[config.mk]
export PLATFORM = sky130hd
export DESIGN_NAME = spi_request_arbiter
export DESIGN_NICKNAME = d
export VERILOG_FILES = /design/src/rtl/spi_request_arbiter.sv
export SDC_FILE = /design/constraint.sdc
export NUM_CORES = 1
export LEC_CHECK = 0
export ABC_AREA = 0
export CAP_MARGIN = 5
export CORE_UTILIZATION = 41
export DETAILED_ROUTE_END_ITERATION = 6
export GPL_TIMING_DRIVEN = 0
export PLACE_DENSITY_LB_ADDON = 0.08
export REMOVE_ABC_BUFFERS = 1
export SYNTH_ARGS = -nofsm -noshare
export SYNTH_HDL_FRONTEND = slang
export SYNTH_SLANG_ARGS = --single-unit
[constraint.sdc]
create_clock -name sys_clk -period 2.1 [get_ports sys_clk]
set_input_delay 0.42 -clock sys_clk [delete_from_list [all_inputs] [get_ports sys_clk]]
set_output_delay 0.42 -clock sys_clk [all_outputs]
set_load 0.01 [all_outputs]
[src/rtl/spi_request_arbiter.sv]
// Round-robin arbiter sharing one SPI configuration controller between N_REQ requesters.
// Issues a one-cycle strobe, tracks spi_busy to completion and returns done/err/rdata to the owner.
module spi_request_arbiter #(
  parameter int N_REQ        = 2,
  parameter int BUSY_TIMEOUT = 64
) (
  input  logic                  sys_clk,
  input  logic                  reset_n,
  input  logic [N_REQ-1:0]      req_valid,
  input  logic [2*N_REQ-1:0]    req_kind,
  input  logic [11*N_REQ-1:0]   req_addr,
  input  logic [12*N_REQ-1:0]   req_data,
  output logic [N_REQ-1:0]      grant,
  output logic [N_REQ-1:0]      done,
  output logic                  err,
  output logic [7:0]            rdata,
  output logic                  dac_request_write,
  output logic                  adc_request_write,
  output logic                  adc_request_read,
  output logic [4:0]            dac_address,
  output logic [11:0]           dac_data,
  output logic [10:0]           adc_address,
  output logic [7:0]            adc_data,
  input  logic                  spi_busy,
  input  logic [7:0]            spi_rdata
);

  localparam int PW = (N_REQ > 1) ? $clog2(N_REQ) : 1;
  localparam int CW = $clog2(BUSY_TIMEOUT + 1);

  localparam logic [1:0] KIND_DAC_WR  = 2'd0;
  localparam logic [1:0] KIND_ADC_WR  = 2'd1;
  localparam logic [1:0] KIND_ADC_RD  = 2'd2;
  localparam logic [1:0] KIND_ILLEGAL = 2'd3;

  typedef enum logic [2:0] {
    S_IDLE       = 3'd0,
    S_ISSUE      = 3'd1,
    S_WAIT_START = 3'd2,
    S_WAIT_END   = 3'd3,
    S_DONE       = 3'd4
  } state_t;

  state_t            state_r, state_s;
  logic [PW-1:0]     ptr_r, ptr_s;
  logic [1:0]        kind_r, kind_s;
  logic [CW-1:0]     cnt_r, cnt_s;

  logic              found_s;
  logic [PW-1:0]     winner_s;
  int                idx_s;
  logic [1:0]        win_kind_s;
  logic [10:0]       win_addr_s;
  logic [11:0]       win_data_s;

  logic [N_REQ-1:0]  grant_s, done_s;
  logic              err_s, dac_wr_s, adc_wr_s, adc_rd_s;
  logic [7:0]        rdata_s, adc_data_s;
  logic [4:0]        dac_addr_s;
  logic [11:0]       dac_data_s;
  logic [10:0]       adc_addr_s;

  // Round-robin search: first valid requester at or after ptr, wrapping.
  always_comb begin
    found_s  = 1'b0;
    winner_s = '0;
    idx_s    = 0;
    for (int k = 0; k < N_REQ; k++) begin
      idx_s = int'(ptr_r) + k;
      if (idx_s >= N_REQ) begin
        idx_s = idx_s - N_REQ;
      end else begin
        idx_s = idx_s;
      end
      if (!found_s && req_valid[idx_s]) begin
        found_s  = 1'b1;
        winner_s = PW'(idx_s);
      end else begin
        found_s  = found_s;
      end
    end
    win_kind_s = req_kind[2*int'(winner_s) +: 2];
    win_addr_s = req_addr[11*int'(winner_s) +: 11];
    win_data_s = req_data[12*int'(winner_s) +: 12];
  end

  // Next-state and next-output logic; every output is registered from these values.
  always_comb begin
    state_s    = state_r;
    ptr_s      = ptr_r;
    kind_s     = kind_r;
    cnt_s      = cnt_r;
    grant_s    = grant;
    done_s     = '0;
    err_s      = err;
    rdata_s    = rdata;
    dac_wr_s   = 1'b0;
    adc_wr_s   = 1'b0;
    adc_rd_s   = 1'b0;
    dac_addr_s = dac_address;
    dac_data_s = dac_data;
    adc_addr_s = adc_address;
    adc_data_s = adc_data;
    case (state_r)
      S_IDLE: begin
        // A busy controller is owned by someone else, so arbitration waits.
        if (found_s && !spi_busy) begin
          state_s           = S_ISSUE;
          kind_s            = win_kind_s;
          grant_s           = '0;
          grant_s[winner_s] = 1'b1;
          ptr_s             = (winner_s == PW'(N_REQ - 1)) ? '0 : winner_s + PW'(1);
          dac_addr_s        = win_addr_s[4:0];
          dac_data_s        = win_data_s;
          adc_addr_s        = win_addr_s;
          adc_data_s        = win_data_s[7:0];
          case (win_kind_s)
            KIND_DAC_WR: dac_wr_s = 1'b1;
            KIND_ADC_WR: adc_wr_s = 1'b1;
            KIND_ADC_RD: adc_rd_s = 1'b1;
            default:     dac_wr_s = 1'b0;
          endcase
        end else begin
          state_s = S_IDLE;
        end
      end
      S_ISSUE: begin
        if (kind_r == KIND_ILLEGAL) begin
          state_s = S_DONE;
          err_s   = 1'b1;
          done_s  = grant;
        end else begin
          state_s = S_WAIT_START;
          cnt_s   = '0;
        end
      end
      S_WAIT_START: begin
        if (spi_busy) begin
          state_s = S_WAIT_END;
        end else if (cnt_r == CW'(BUSY_TIMEOUT)) begin
          state_s = S_DONE;
          err_s   = 1'b1;
          done_s  = grant;
        end else begin
          cnt_s = cnt_r + CW'(1);
        end
      end
      S_WAIT_END: begin
        if (!spi_busy) begin
          state_s = S_DONE;
          err_s   = 1'b0;
          done_s  = grant;
          if (kind_r == KIND_ADC_RD) begin
            rdata_s = spi_rdata;
          end else begin
            rdata_s = rdata;
          end
        end else begin
          state_s = S_WAIT_END;
        end
      end
      S_DONE: begin
        state_s = S_IDLE;
        grant_s = '0;
      end
      default: begin
        state_s = S_IDLE;
        grant_s = '0;
      end
    endcase
  end

  // State and output registers with synchronous active-low reset.
  always_ff @(posedge sys_clk) begin
    if (!reset_n) begin
      state_r           <= S_IDLE;
      ptr_r             <= '0;
      kind_r            <= 2'd0;
      cnt_r             <= '0;
      grant             <= '0;
      done              <= '0;
      err               <= 1'b0;
      rdata             <= 8'h00;
      dac_request_write <= 1'b0;
      adc_request_write <= 1'b0;
      adc_request_read  <= 1'b0;
      dac_address       <= 5'd0;
      dac_data          <= 12'd0;
      adc_address       <= 11'd0;
      adc_data          <= 8'd0;
    end else begin
      state_r           <= state_s;
      ptr_r             <= ptr_s;
      kind_r            <= kind_s;
      cnt_r             <= cnt_s;
      grant             <= grant_s;
      done              <= done_s;
      err               <= err_s;
      rdata             <= rdata_s;
      dac_request_write <= dac_wr_s;
      adc_request_write <= adc_wr_s;
      adc_request_read  <= adc_rd_s;
      dac_address       <= dac_addr_s;
      dac_data          <= dac_data_s;
      adc_address       <= adc_addr_s;
      adc_data          <= adc_data_s;
    end
  end

endmodule

==> metrics.txt, run 1 <==
I/O pin cnt 115; Worst setup startpoint spi_busy; final wirelength 5940 µm; htree depth 2; hold path startpoint cnt_r[6]; gpl congestion 0.717; CP max FO 10; placed cells 438; Final #Nets 441; Fmax achieved 501 MHz; # hold bufs at CTS 0; CP startpoint kind input pin; initial antenna violation count 0; Crit Reg-Reg Endpoint dac_data[1]; Seq cells post-synth 52; Pre-antenna DRT Iters 4; switching pwr 0.000651 W; CTS Buf Count 5; period utilisation layout 95.1%; CP Capture Type flip-flop; highest-count cells in the layout ignoring fill and taps 114 x clkdlybuf4s50_1, 59 x nand2_1, 52 x dfxtp_1; Post-synth EDFFs 0; first-pass GRT wire length 9890 µm; Die ar. 0.00611 mm²; FFs w/ async S/R, synth 0%; largest net degree at the start of global routing 38; endpoint of the worst hold path cnt_r[6]; Internal 0.00178 W; Leak 1.37 nW; Final ANT Viol Nets 0; synth unique cells 39; worst path required time 2.31 ns; fin. max-slew vios 0; ANT cells 0; pwr dens 672 mW/mm²; Mapped Cells 278; WHS Path Cells 1; initial core utilization 42.9%; clock power share 27.5%; peak supply drop 0.365 mV; starting DRC count in detailed routing 138; fill count 502; Tmin final 2.00 ns; combinational share of power 26.6%; Switching Fraction 26.7%; skew final 0.00886 ns; max_slew headroom 49.0%; vias in the first global route 2,167; Primary FF master, synth dfxtp_1; Syn Area/Cell 8.56 µm²; Overall Global Routing Usage 20.4%; core area 0.00554 mm²; DR vias/cell 5.07; Power, Total 0.00243 W; GRT overflow 0; final worst slack 0.103 ns; crit path DAT 2.20 ns; Seq pwr share 45.9%; CTS sink cnt 52; Root Buffer clkbuf_8; Final Instance Count excl. Fillers 449; area delta synth->final 52.3%; Reg2Reg Depth 5; Worst Setup Path Type input pin to flip-flop; Tightest Pin Transition 0.762 ns; Vias 2,277; pre-CTS WS -0.635 ns; drt wl/cell 13.2 µm; synthesized cell area 0.00238 mm²; Final setup viols 0; unrepaired setup endpoints after global routing no; Die H 78.2 µm; CTS tree done; Clock Path Buffers 2; most common cell after layout, fill and taps aside clkdlybuf4s50_1; Syn. warnings 0; Max-cap violations 0; share of cells above drive strength 1 5.31%; CTS clk-pin slew, worst paths 0.09 ns; reg2reg start state_r[0]; Port-buffer cells 114; hpwl dp 4030 µm; Cell Rows 27; Clk Latency, worst-skew pair 0.30 ns; Post-Route Setup TNS 0 ns; Hold Path Class flip-flop to flip-flop; sequential share of the synthesized area 43.8%; die width 78.2 µm; r2r setup slk 0.31 ns; outcome completed; Residual DRC 0; Hold Vio Cnt, Final 0
## worst max-delay path by stage
stage,endpoint,slack (ns),cells after the start
global placement,dac_data[0],-0.98,5
CTS,adc_address[7],0.02,4
global route,dac_data[7],0.02,6
finish,dac_data[1],0.10,6
floorplan,adc_address[10],-0.01,4
detailed placement,dac_data[2],-0.64,6
## worst max-delay path, cell delays in order
cell and delay (ns):
clkdlybuf4s50_1 0.50, or3_4 0.42, nor3_4 0.32, buf_4 0.24, nor2_1 0.05, a311oi_1 0.25
## Yosys cell counts, types with 2 or more instances
master    count  share of area [%]
a21oi_1       8                1.7
nand3_1       4               0.84
clkbuf_1     10                1.6
nor2_1       38                6.0
ha_1          2                1.1
buf_4        16                5.1
nand2_1      59                9.3
nand2b_1      4                1.1
a31oi_1       7                1.8
nand3b_1      5                1.6
mux2i_1      10                4.2
and2_1        2               0.53
and3_1        2               0.53
nor3b_1       2               0.63
nor2b_1       3               0.79
a211oi_1      2               0.63
a41oi_1       2               0.74
or3_1         3               0.79
inv_1         3               0.47
a311oi_1     25                9.2
dfxtp_1      52                 44
o21ai_0       2               0.42
## what timing repair did
item                       in CTS  in global routing
setup endpoints to repair      26                 12
pin swaps                       1                  0
setup buffers                   2                  0
gates resized for setup         2                  1
cloned                          1                  0
## flip-flops by register name, summed over array words and instances, names as in the netlist
register	cells
dac_request_write	1
adc_request_read	1
dac_address	4
state_r	3
err	1
adc_address	7
cnt_r	7
kind_r	2
ptr_r	1
rdata	8
done	2
dac_data	12
adc_request_write	1
grant	2
## per-stage QoR
step / hold slack [ns] / utilization [%] / cell area (µm²)
after floorplan: 0.440 / - / 2220
after global placement: 0.460 / 62.2 / 3450
after detailed placement: 0.476 / 62.7 / 3470
after CTS: 0.494 / 65.3 / 3620
after global routing: 0.517 / 65.4 / 3620
final: 0.490 / 65.4 / 3620
## power groups by stage
stage          Combinational (W)  Sequential, W  Clock (W)
3_3_place_gp            0.000614        0.00113          0
2_1_floorplan           0.000227        0.00118          0
3_5_place_dp            0.000630        0.00114          0
5_1_grt                 0.000706        0.00113   0.000733
4_1_cts                 0.000649        0.00112   0.000688
6_report                0.000648        0.00112   0.000670
## final cells by class
class	count	area [µm²]	area share, %
Clock inverter	2	35.0	0.967
Inverter	4	15.0	0.415
Tap cell	72	90.1	2.49
Multi-Input combinational cell	196	1180	32.7
Sequential cell	52	1040	28.7
Clock buffer	6	72.6	2.00
Timing Repair Buffer	117	1180	32.7
## per-layer routing
layer	global-route usage (%)	up-vias	wire (µm)
li1	-	1162	-
met1	23.4	1030	2600
met2	35.5	77	2800
met3	6.74	8	454
met4	6.67	0	88
met5	0	-	0
## kinds of logic after synthesis
logic type               share of synthesized area, %
AND/OR/NAND/NOR                                  26.2
AO/OA/AOI/OAI                                    17.3
flip-flops                                       43.8
buffers and inverters                            7.47
multiplexers                                     4.21
adder cells (fa/ha/maj)                          1.05
Note: power is estimated with default switching activity, not from simulation.
==> run 2, diff against run 1 <==
--- a/config.mk
+++ b/config.mk
@@ -10,7 +10,7 @@
 export CORE_UTILIZATION = 41
 export DETAILED_ROUTE_END_ITERATION = 6
 export GPL_TIMING_DRIVEN = 0
-export PLACE_DENSITY_LB_ADDON = 0.08
+export PLACE_DENSITY = 0.81
 export REMOVE_ABC_BUFFERS = 1
 export SYNTH_ARGS = -nofsm -noshare
 export SYNTH_HDL_FRONTEND = slang
==> run 2 against run 1 <==
Total power down 3.7%. Die area unchanged. Final cell count unchanged. Global-route usage down 0.16 points. Non-clock buffer count unchanged. Critical path depth down 1. Clock skew down 0.0017 ns. Wire length up 4.1%. Cell area down 0.41%. Fmax up 3.4%. Worst setup slack better by 0.066 ns.
==> metrics.txt, run 2 (same netlist as run 1, synthesis figures left out) <==
share of cells above drive strength 1 5.57%; core area 0.00554 mm²; CTS clk-pin slew, worst paths 0.09 ns; period utilisation layout 92.0%; final wirelength 6180 µm; max_slew headroom 50.1%; outcome completed; drt wl/cell 13.8 µm; # hold bufs at CTS 0; Vias 2,336; Tightest Pin Transition 0.746 ns; starting DRC count in detailed routing 110; fill count 499; unrepaired setup endpoints after global routing no; largest net degree at the start of global routing 38; GRT overflow 0; Leak 1.36 nW; final instance area 0.00361 mm²; skew final 0.00718 ns; Residual DRC 0; area delta synth->final 51.7%; placed cells 438; CP Capture Type flip-flop; CTS sink cnt 52; peak supply drop 0.394 mV; CP max FO 8; Worst Setup Path Type input pin to flip-flop; Clock Path Buffers 2; final worst slack 0.169 ns; pwr dens 650 mW/mm²; Max-cap violations 0; ANT cells 0; Cell Area, Placed 0.00347 mm²; Root Buffer clkbuf_8; Overall Global Routing Usage 20.2%; Port-buffer cells 114; Hold Vio Cnt, Final 0; Final Instance Count excl. Fillers 449; most common cell after layout, fill and taps aside clkdlybuf4s50_1; initial antenna violation count 0; CP startpoint kind input pin; CTS Buf Count 5; gpl congestion 0.811; Fmax achieved 518 MHz; hpwl dp 4310 µm; area of the multi-input gates 0.00118 mm²; I/O pin cnt 115; register area 0.00104 mm²; max reg flops 12; fin. max-slew vios 0; Final setup viols 0; Largest regs dac_data x12, rdata x8; Final #Nets 441; die width 78.2 µm; Die H 78.2 µm; pre-CTS WS -0.659 ns; crit path DAT 2.10 ns; worst path required time 2.27 ns; highest-count cells in the layout ignoring fill and taps 114 x clkdlybuf4s50_1, 59 x nand2_1, 52 x dfxtp_1; initial core utilization 42.9%; first-pass GRT wire length 9810 µm; Tmin final 1.93 ns; Cell Rows 27; Die ar. 0.00611 mm²; Biggest register dac_data; htree depth 2; CTS tree done; Clk Latency, worst-skew pair 0.30 ns; Hold Path Class flip-flop to flip-flop; Power, Total 0.00234 W; Final ANT Viol Nets 0; DR vias/cell 5.20; Pre-antenna DRT Iters 4; vias in the first global route 2,190
[run 2: layer usage]
layer / global-route usage, % / wire [µm]
met1: 22.4 / 2490
met2: 37.5 / 3200
met3: 5.93 / 447
met4: 5.00 / 47
met5: 0 / 0
[run 2: layout make-up]
type,instances,share of cell area [%]
multi-input combinational,196,32.8
timing repair buffer,117,32.8
sequential,52,28.9
tap,72,2.50
clock buffer,6,2.29
inverter,4,0.416
clock inverter,2,0.277
[run 2: what timing repair did]
action / 4_1_cts / 5_1_grt
cloned: 1 / 0
resized for setup: 1 / 2
endpoints found under the setup margin: 26 / 25
pin swaps: 1 / 1
setup buffers: 2 / 0
endpoints found under the hold margin: 0 / 0
[run 2: report_power, final]
| group | total [W] | internal (W) | switching, W |
|---|---|---|---|
| sequential | 0.00112 | 0.00106 | 0.0000557 |
| clock | 0.000577 | 0.000264 | 0.000313 |
| combinational | 0.000651 | 0.000368 | 0.000283 |
[run 2: path summary, 6_finish.rpt]
| path | start | to | slack, ns | cells past startpoint |
|---|---|---|---|---|
| max | spi_busy | rdata[7] | 0.17 | 5 |
| min | dac_data[8] | dac_data[8] | 0.50 | 2 |
| max reg2reg | cnt_r[0] | cnt_r[6] | 0.31 | 6 |
| min reg2reg | dac_data[8] | dac_data[8] | 0.50 | 2 |
[run 2: critical path, stage by stage]
cell and delay [ns]:
clkdlybuf4s50_1 0.51, nor2b_1 0.27, nand4b_1 0.51, mux2i_1 0.33, nor2_1 0.06
[run 2: stage by stage]
stage / hold slack (ns) / util [%] / setup TNS (ns)
5_1_grt: 0.510 / 65.1 / 0
4_1_cts: 0.503 / 65.0 / 0
3_3_place_gp: 0.456 / 62.2 / -27.09
3_5_place_dp: 0.483 / 62.7 / -15.40
2_1_floorplan: 0.440 / - / -0.246
6_report: 0.502 / 65.1 / 0
